### src/rtl/ram_arbiter.sv
`default_nettype none
// ============================================================================
// Module   : ram_arbiter
// Purpose  : Two-master arbiter/sequencer in front of a single-port RAM.
//            m0 = instruction fetch (read-only), m1 = load/store (read/write
//            with byte enables). One transaction in flight: the winner's
//            request is latched, driven through the RAM valid/ready
//            handshake, read data is awaited, and a registered one-cycle
//            completion pulse is returned to the owning master.
// Options  : RAM_ARB_TIMEOUT_EN - bound the read-data wait to TIMEOUT_CYCLES
//            cycles; on expiry complete with data 0 and bus_err_out=1.
//            Undefined: wait forever, bus_err_out tied low.
// Ports    : clk, rst (async, active-low)
//            m0_req_in/m0_addr_in -> m0_grant_out, m0_rdata_valid_out, m0_rdata_out
//            m1_req_in/m1_addr_in/m1_wdata_in/m1_write_en_in/m1_byte_en_in
//                     -> m1_grant_out, m1_done_out, m1_rdata_out
//            bus_err_out
//            ram_addr_out, ram_write_data_out, ram_read_en_out,
//            ram_write_en_out, ram_write_byte_en_out, ram_valid_out
//            ram_ready_in, ram_rdata_valid_in, ram_rdata_in
// Revision : 1.0 - initial release
// ============================================================================
module ram_arbiter #(
  parameter int ADDR_W         = 32,
  parameter int DATA_W         = 32,
  parameter int TIMEOUT_CYCLES = 16
) (
  input  logic              clk,
  input  logic              rst,
  input  logic              m0_req_in,
  input  logic [ADDR_W-1:0] m0_addr_in,
  output logic              m0_grant_out,
  output logic              m0_rdata_valid_out,
  output logic [DATA_W-1:0] m0_rdata_out,
  input  logic              m1_req_in,
  input  logic [ADDR_W-1:0] m1_addr_in,
  input  logic [DATA_W-1:0] m1_wdata_in,
  input  logic              m1_write_en_in,
  input  logic [3:0]        m1_byte_en_in,
  output logic              m1_grant_out,
  output logic              m1_done_out,
  output logic [DATA_W-1:0] m1_rdata_out,
  output logic              bus_err_out,
  output logic [ADDR_W-1:0] ram_addr_out,
  output logic [DATA_W-1:0] ram_write_data_out,
  output logic              ram_read_en_out,
  output logic              ram_write_en_out,
  output logic [3:0]        ram_write_byte_en_out,
  output logic              ram_valid_out,
  input  logic              ram_ready_in,
  input  logic              ram_rdata_valid_in,
  input  logic [DATA_W-1:0] ram_rdata_in
);

  typedef enum logic [1:0] {
    S_IDLE    = 2'd0,
    S_ISSUE   = 2'd1,
    S_WAIT_RD = 2'd2
  } state_t;

  state_t      r_state;
  logic        r_last_grant;  // 1: m1 won the most recent arbitration
  logic        r_owner;       // 1: m1 owns the transaction in flight
  logic        w_any_req;
  logic        w_pick_m1;
  logic        w_timeout;
  logic [DATA_W-1:0] w_fin_data;

  assign w_any_req = m0_req_in | m1_req_in;
  // Lone requester wins; on a tie the master that did not win last time wins.
  assign w_pick_m1 = m1_req_in & (~m0_req_in | ~r_last_grant);
  // A timed-out read completes with zero data.
  assign w_fin_data = ram_rdata_valid_in ? ram_rdata_in : '0;

`ifdef RAM_ARB_TIMEOUT_EN
  localparam int C_CNT_W = (TIMEOUT_CYCLES > 1) ? $clog2(TIMEOUT_CYCLES) : 1;
  localparam logic [C_CNT_W-1:0] C_CNT_LAST = C_CNT_W'(TIMEOUT_CYCLES - 1);

  logic [C_CNT_W-1:0] r_wait_cnt;
  logic               r_bus_err;

  // Real read data arriving on the final wait cycle still wins.
  assign w_timeout   = (r_state == S_WAIT_RD) & ~ram_rdata_valid_in &
                       (r_wait_cnt == C_CNT_LAST);
  assign bus_err_out = r_bus_err;
`else
  logic w_unused_timeout_cfg;

  // Without the timeout option the wait is unbounded; the parameter only
  // keeps the interface identical between builds.
  assign w_unused_timeout_cfg = ^TIMEOUT_CYCLES;
  assign w_timeout            = 1'b0;
  assign bus_err_out          = 1'b0;
`endif

  always_ff @(posedge clk or negedge rst) begin
    if (!rst) begin
      r_state               <= S_IDLE;
      r_last_grant          <= 1'b1;
      r_owner               <= 1'b0;
      m0_grant_out          <= 1'b0;
      m0_rdata_valid_out    <= 1'b0;
      m0_rdata_out          <= '0;
      m1_grant_out          <= 1'b0;
      m1_done_out           <= 1'b0;
      m1_rdata_out          <= '0;
      ram_addr_out          <= '0;
      ram_write_data_out    <= '0;
      ram_read_en_out       <= 1'b0;
      ram_write_en_out      <= 1'b0;
      ram_write_byte_en_out <= 4'b0000;
      ram_valid_out         <= 1'b0;
`ifdef RAM_ARB_TIMEOUT_EN
      r_wait_cnt            <= '0;
      r_bus_err             <= 1'b0;
`endif
    end else begin
      // Grant and completion outputs are single-cycle pulses.
      m0_grant_out       <= 1'b0;
      m1_grant_out       <= 1'b0;
      m0_rdata_valid_out <= 1'b0;
      m1_done_out        <= 1'b0;
`ifdef RAM_ARB_TIMEOUT_EN
      r_bus_err          <= 1'b0;
`endif
      case (r_state)
        S_IDLE: begin
          if (w_any_req) begin
            r_owner       <= w_pick_m1;
            r_last_grant  <= w_pick_m1;
            m0_grant_out  <= ~w_pick_m1;
            m1_grant_out  <= w_pick_m1;
            ram_valid_out <= 1'b1;
            r_state       <= S_ISSUE;
            if (w_pick_m1) begin
              ram_addr_out          <= m1_addr_in;
              ram_write_data_out    <= m1_wdata_in;
              ram_write_en_out      <= m1_write_en_in;
              ram_read_en_out       <= ~m1_write_en_in;
              ram_write_byte_en_out <= m1_byte_en_in;
            end else begin
              ram_addr_out          <= m0_addr_in;
              ram_write_data_out    <= '0;
              ram_write_en_out      <= 1'b0;
              ram_read_en_out       <= 1'b1;
              ram_write_byte_en_out <= 4'b0000;
            end
          end
        end

        S_ISSUE: begin
          // Fields stay frozen until the RAM accepts.
          if (ram_ready_in) begin
            ram_valid_out <= 1'b0;
            if (ram_write_en_out) begin
              // Only m1 can write, so a write completion is always m1's.
              m1_done_out <= 1'b1;
              r_state     <= S_IDLE;
            end else begin
              r_state <= S_WAIT_RD;
`ifdef RAM_ARB_TIMEOUT_EN
              r_wait_cnt <= '0;
`endif
            end
          end
        end

        S_WAIT_RD: begin
          if (ram_rdata_valid_in | w_timeout) begin
            r_state <= S_IDLE;
            if (r_owner) begin
              m1_done_out  <= 1'b1;
              m1_rdata_out <= w_fin_data;
            end else begin
              m0_rdata_valid_out <= 1'b1;
              m0_rdata_out       <= w_fin_data;
            end
`ifdef RAM_ARB_TIMEOUT_EN
            r_bus_err <= w_timeout;
          end else begin
            r_wait_cnt <= r_wait_cnt + 1'b1;
`endif
          end
        end

        default: r_state <= S_IDLE;
      endcase
    end
  end

endmodule
`default_nettype wire

### config.mk
export PLATFORM = sky130hd
export DESIGN_NAME = ram_arbiter
export DESIGN_NICKNAME = d
export VERILOG_FILES = /design/src/rtl/ram_arbiter.sv
export SDC_FILE = /design/constraint.sdc
export NUM_CORES = 1
export LEC_CHECK = 0
export CAP_MARGIN = 25
export CORE_MARGIN = 2
export CORE_UTILIZATION = 36
export DETAILED_ROUTE_END_ITERATION = 8
export GPL_ROUTABILITY_DRIVEN = 0
export PLACE_DENSITY = 0.83
export SLEW_MARGIN = 10
export SYNTH_ARGS = -nofsm -noshare
export SYNTH_HDL_FRONTEND = slang
export SYNTH_SLANG_ARGS = --single-unit
### constraint.sdc
create_clock -name clk -period 1.5 [get_ports clk]
set_input_delay 0.3 -clock clk [delete_from_list [all_inputs] [get_ports clk]]
set_output_delay 0.3 -clock clk [all_outputs]
set_load 0.01 [all_outputs]
# Word-level counts from Yosys, hierarchy flattened
# Cells that the tools add are included.
dict set report word_totals {
  ff_bits 143
  inputBits 139
  output_inout_bits 140
  wordCells 60
}
dict set report op_classes {
  eq_ne 5
  mux 25
  bitwise_logic 8
  n_reduce_logical 7
}
# cell n
set op_table {}
lappend op_table {{$mux 32} 2}
lappend op_table {{$mux 1} 15}
lappend op_table {{$reduce_and 3->1} 4}
lappend op_table {{$mux 2} 4}
lappend op_table {{$ne 2x2->1 const B} 3}
lappend op_table {{$pmux 2 s3} 1}
lappend op_table {{$not 1->1} 5}
lappend op_table {{$mux 4} 1}
lappend op_table {{$pmux 1 s2} 2}
lappend op_table {{$eq 2x1->1 const B} 1}
lappend op_table {{$eq 2x2->1 const B} 1}
lappend op_table {{$logic_not 2->1} 1}
lappend op_table {{$or 1x1->1} 2}
lappend op_table {{$reduce_and 2->1} 1}
lappend op_table {{$reduce_bool 2->1} 1}
lappend op_table {{$and 1x1->1} 1}

# Depth between registers and ports, before layout
dict set report logic_depth {
  word_depth 6
  mapped_depth 6
  ltp_nobuf 5
}

# Least setup slack after synthesis
# OpenSTA, ideal clock, no wires.
dict set report synth_path {
  path_type {register to register}
  from {register r_state[0]}
  to {register r_state[0]}
  setup_ps 125
  t_arrival_ps 1484
  required_ps 1375
  setup_slack_ps -109
  stages_incl_launch_ff 6
  path_buffers 0
  period_less_slack_ps 1609
  cell_sequence {dfrtp_1 inv_1 ha_1 nor3b_1 nor3_1 mux2_2}
}
dict set report synth_between {
  elab_chain_cells 3
  word_cells_on_any_way 8
  classes_between {eq/ne: 5; mux: 1; reduce/logical: 2}
}
# item line_no
set synth_lines {}
lappend synth_lines {{start, declared} 61} ;# state_t r_state;
lappend synth_lines {{start signal, assigned} 98} ;# r_state <= S_IDLE;
lappend synth_lines {{start signal, assigned} 134} ;# r_state <= S_ISSUE;
lappend synth_lines {{start signal, assigned} 158} ;# r_state <= S_IDLE;
lappend synth_lines {{$eq 2x2->1, or another cell as far along} 126} ;# case (r_state)
lappend synth_lines {{$ne 2x2->1 (no source line)} n/a}
lappend synth_lines {{$reduce_and 3->1 (no source line)} n/a}
# Several ways; a longest one is shown, not always the timed one.
# A chain may end at the register's enable or synchronous reset.

# Worst setup path after layout
dict set report layout_path {
  from {register r_state[0]}
  to {register ram_addr_out[27]}
}
dict set report layout_between {
  elab_chain_cells 2
}
# item line_no
set layout_lines {}
lappend layout_lines {{$logic_not 2->1} 126}
lappend layout_lines {{$reduce_and 2->1 (no source line)} n/a}
lappend layout_lines {{end signal, assigned} 136} ;# ram_addr_out <= m1_addr_in;
lappend layout_lines {{end signal, assigned} 142} ;# ram_addr_out <= m0_addr_in;
lappend layout_lines {{end, declared} 44} ;# output logic [ADDR_W-1:0] ram_addr_out,
# Every way passes these cells.

==> flow_results.xml <==
<?xml version="1.0" encoding="UTF-8"?>
<metrics>
  <group name="synthesis">
    <metric name="synth_sequential_area_ratio" unit="%">65.2</metric>
    <metric name="synth_area_per_cell" unit="um2">15.1</metric>
    <metric name="synth.cell_area" unit="um2">5490</metric>
    <metric name="synth_edf_count" unit="">0</metric>
    <metric name="ys_top_cells_by_area" unit="">dfrtp_1 65%, mux2_2 13%, a22o_1 5.9%</metric>
    <metric name="synth_nets" unit="">507</metric>
    <metric name="yosysWarningCount" unit="">0</metric>
    <metric name="asyncSetResetFlopFracSynth" unit="%">100</metric>
    <metric name="netlist_instances" unit="">364</metric>
    <metric name="synth_cell_types" unit="">28</metric>
    <metric name="synthFlopType" unit="">dfrtp_1</metric>
    <metric name="yosys.area.top_type" unit="">dfrtp_1</metric>
    <metric name="yosys.area.top_type_share" unit="%">64.8</metric>
    <metric name="postSynthRegisterBits" unit="">143</metric>
  </group>
  <group name="global_route">
    <metric name="wire_length_of_the_first_global_routing_pass" unit="um">24300</metric>
    <metric name="grt_max_degree" unit="">52</metric>
    <metric name="groute.usage.overall" unit="%">19.5</metric>
    <metric name="first_global_vias" unit="">4689</metric>
    <metric name="grt-ovfl-total" unit="">0</metric>
    <metric name="antenna_found_initial" unit="">0</metric>
  </group>
  <group name="worst_setup_path">
    <metric name="cp_max_fo" unit="">5</metric>
    <metric name="crit_arrival" unit="ps">1900</metric>
    <metric name="cp-start-kind" unit="">flop</metric>
    <metric name="element_type_at_the_critical_path_end" unit="">flop</metric>
    <metric name="setup.worst_path.start" unit="">r_state[0]</metric>
    <metric name="worstPathCellList" unit="">inv_2 &gt; ha_4 &gt; o21ai_4 &gt; buf_12 &gt; buf_16 &gt; and2_4 &gt; a221o_1</metric>
    <metric name="worst_r2r_path_depth" unit="">7</metric>
    <metric name="timing.critical_path.buf_inv" unit="">3</metric>
    <metric name="timing.rr.end" unit="">ram_addr_out[27]</metric>
    <metric name="required" unit="ps">1780</metric>
    <metric name="critical-path-top-delay-family" unit="">flip-flops</metric>
    <metric name="worst_r2r_startpoint" unit="">r_state[0]</metric>
    <metric name="timing.setup.critical_path_class" unit="">reg2reg</metric>
    <metric name="timing.reg2reg.setup_slack" unit="ps">-120</metric>
    <metric name="cp_num_cells" unit="">7</metric>
    <metric name="timing.critical_path.to" unit="">ram_addr_out[27]</metric>
    <metric name="critical_path.max_stage_delay" unit="ps">400</metric>
    <metric name="cpMaxStageDelayCell" unit="">dfrtp_1</metric>
  </group>
  <group name="outcome">
    <metric name="violations" unit="">negative setup slack</metric>
    <metric name="status" unit="">finished, violations left</metric>
  </group>
  <group name="clock_tree">
    <metric name="cts_max_path_buffers" unit="">2</metric>
    <metric name="cts-buffers-inserted" unit="">17</metric>
    <metric name="ctsHtreeMaxLevel" unit="">4</metric>
    <metric name="numClockSinks" unit="">143</metric>
    <metric name="tritoncts" unit="">yes</metric>
    <metric name="clk-insertion-delay-late" unit="ps">410</metric>
    <metric name="cts.reportedPaths.clkPinSlew" unit="ps">60</metric>
    <metric name="root_cell_of_the_clock_tree" unit="">clkbuf_16</metric>
  </group>
  <group name="cells_and_area">
    <metric name="drive_gt1_share" unit="%">22.0</metric>
    <metric name="layout.cells.most_common" unit="">dfrtp_1</metric>
    <metric name="layout_common_cells" unit="">142 x dfrtp_1, 139 x dlygate4sd2_1, 137 x clkdlybuf4s50_1</metric>
    <metric name="layout-area-overhead-vs-synth" unit="%">73.2</metric>
    <metric name="num_antenna_cells" unit="">0</metric>
    <metric name="instances_no_fill" unit="">873</metric>
    <metric name="finish.net_count" unit="">815</metric>
  </group>
  <group name="detailed_routing">
    <metric name="detail_route.wirelength" unit="um">17200</metric>
    <metric name="first_iter_violations" unit="">206</metric>
    <metric name="vias_per_cell" unit="">5.06</metric>
    <metric name="antenna_violating_nets_post_route" unit="">0</metric>
    <metric name="wl_per_cell" unit="um">19.8</metric>
    <metric name="route.vias.total" unit="">4417</metric>
    <metric name="drt_first_pass_iters" unit="">4</metric>
    <metric name="drcViolationCount" unit="">0</metric>
  </group>
  <group name="timing">
    <metric name="grt_setup_unrepaired" unit="">yes</metric>
    <metric name="hold_viol" unit="">0</metric>
    <metric name="timing.fmax" unit="MHz">617</metric>
    <metric name="number_of_max_slew_violations_in_the_final_report" unit="">0</metric>
    <metric name="finalHoldWorstSlack" unit="ps">327</metric>
    <metric name="clock_skew" unit="ps">7.43</metric>
    <metric name="setup_viol" unit="">90</metric>
    <metric name="final_critical_path_setup_slack" unit="ps">-122</metric>
    <metric name="finalCriticalPeriod" unit="ps">1620</metric>
    <metric name="fin_crit_sh" unit="%">108</metric>
  </group>
  <group name="worst_hold_path">
    <metric name="hp-class" unit="">in2async</metric>
  </group>
  <group name="floorplanning">
    <metric name="starting_density_of_the_core" unit="%">36.5</metric>
    <metric name="fp.dieH" unit="um">127</metric>
    <metric name="core_region_area" unit="um2">15000</metric>
    <metric name="fp.dieArea" unit="um2">16200</metric>
    <metric name="boundaryPins" unit="">279</metric>
    <metric name="fp-row-count" unit="">45</metric>
    <metric name="die_width" unit="um">127</metric>
  </group>
  <group name="placement">
    <metric name="port_buffers" unit="">277</metric>
    <metric name="hpwl" unit="um">11100</metric>
    <metric name="place_worst_setup_slack" unit="ps">-321</metric>
    <metric name="post-place-cells" unit="">821</metric>
  </group>
  <group name="power_and_ir_drop">
    <metric name="power_density" unit="nW/um2">1980</metric>
    <metric name="p_leak" unit="nW">4.56</metric>
    <metric name="vdd.ir_drop.worst" unit="uV">897</metric>
  </group>
  <group name="run">
    <metric name="max-cap-violations" unit="">0</metric>
  </group>
</metrics>
-- stage by stage --
| step | setup TNS, ps | instance area (um2) | total power [W] | utilization [%] |
|---|---|---|---|---|
| after floorplan | -137 | 5500 | 0.0100 | - |
| after global placement | -22600 | 8630 | 0.0146 | 57.4 |
| after detailed placement | -26800 | 8630 | 0.0149 | 57.4 |
| after CTS | -2770 | 9190 | 0.0184 | 61.1 |
| after global routing | -11060 | 9510 | 0.0198 | 63.2 |
| final | -6190 | 9510 | 0.0188 | 63.2 |
-- area by class of cell --
type / instances / area [um2]
clock inverter: 6 / 67.6
fill: 1128 / 5530
inverter: 4 / 15.0
multi-input combinational: 193 / 1860
clock buffer: 26 / 539
sequential: 143 / 3580
timing repair buffer: 313 / 3210
tap: 188 / 235
-- sequential cells by signal, summed over array words and instances, names as in the netlist, 2 cells and up --
signal                 cells
m1_rdata_out              32
r_state                    2
ram_addr_out              32
ram_write_data_out        32
m0_rdata_out              32
ram_write_byte_en_out      4
-- timing repair --
action,4_1_cts,5_1_grt
endpoints found under the hold margin,22,0
setup endpoints to repair,237,128
gates cloned,2,10
buffers inserted,2,5
hold buffers,1,0
resized for setup,149,24
pin swaps,2,6
-- power by group --
group          internal [W]  switching, W  leakage (nW)
clock               0.00265       0.00157         0.296
sequential          0.00561      0.000956          1.78
combinational       0.00456       0.00350          2.49
-- cells in the mapped netlist (2+ instances only) --
cell type,count
dfrtp_1,142
mux2_2,65
a22o_1,37
a221o_1,32
and2_0,30
buf_2,19
clkbuf_1,4
ha_1,4
inv_1,4
nor2b_1,3
a21o_1,2
a21oi_2,2
and2_1,2
nand2_1,2
nand3_1,2
o31ai_1,2
-- metal layers --
metal / GRT usage [%] / wire [um]
met1: 22.7 / 6720
met2: 32.6 / 8810
met3: 6.62 / 1320
met4: 9.05 / 402
met5: 0 / 0
-- worst min path at each step --
stage               start          endpoint  slack [ps]  cells after the start
floorplan             rst      m0_grant_out           4                      0
CTS                   rst  m1_rdata_out[11]         310                      2
global route          rst  m0_rdata_out[12]         330                      2
global placement      rst  m0_rdata_out[11]         180                      1
detailed placement    rst  m1_rdata_out[11]         190                      1
finish                rst  m1_rdata_out[11]         330                      2
-- logic make-up (layout without fill, tap and decap cells) --
logic type | count (synthesis) | in the layout | synth area share [%]
fa+ha+maj | 4 | 4 | 0.912
mux | 66 | 66 | 13.5
other cells | 1 | 1 | 0.0683
simple gates | 44 | 44 | 4.86
buf+inv | 28 | 349 | 2.42
flops | 143 | 143 | 65.2
compound gates | 78 | 78 | 13.0
No activity file was read; power rests on OpenSTA's default activity.
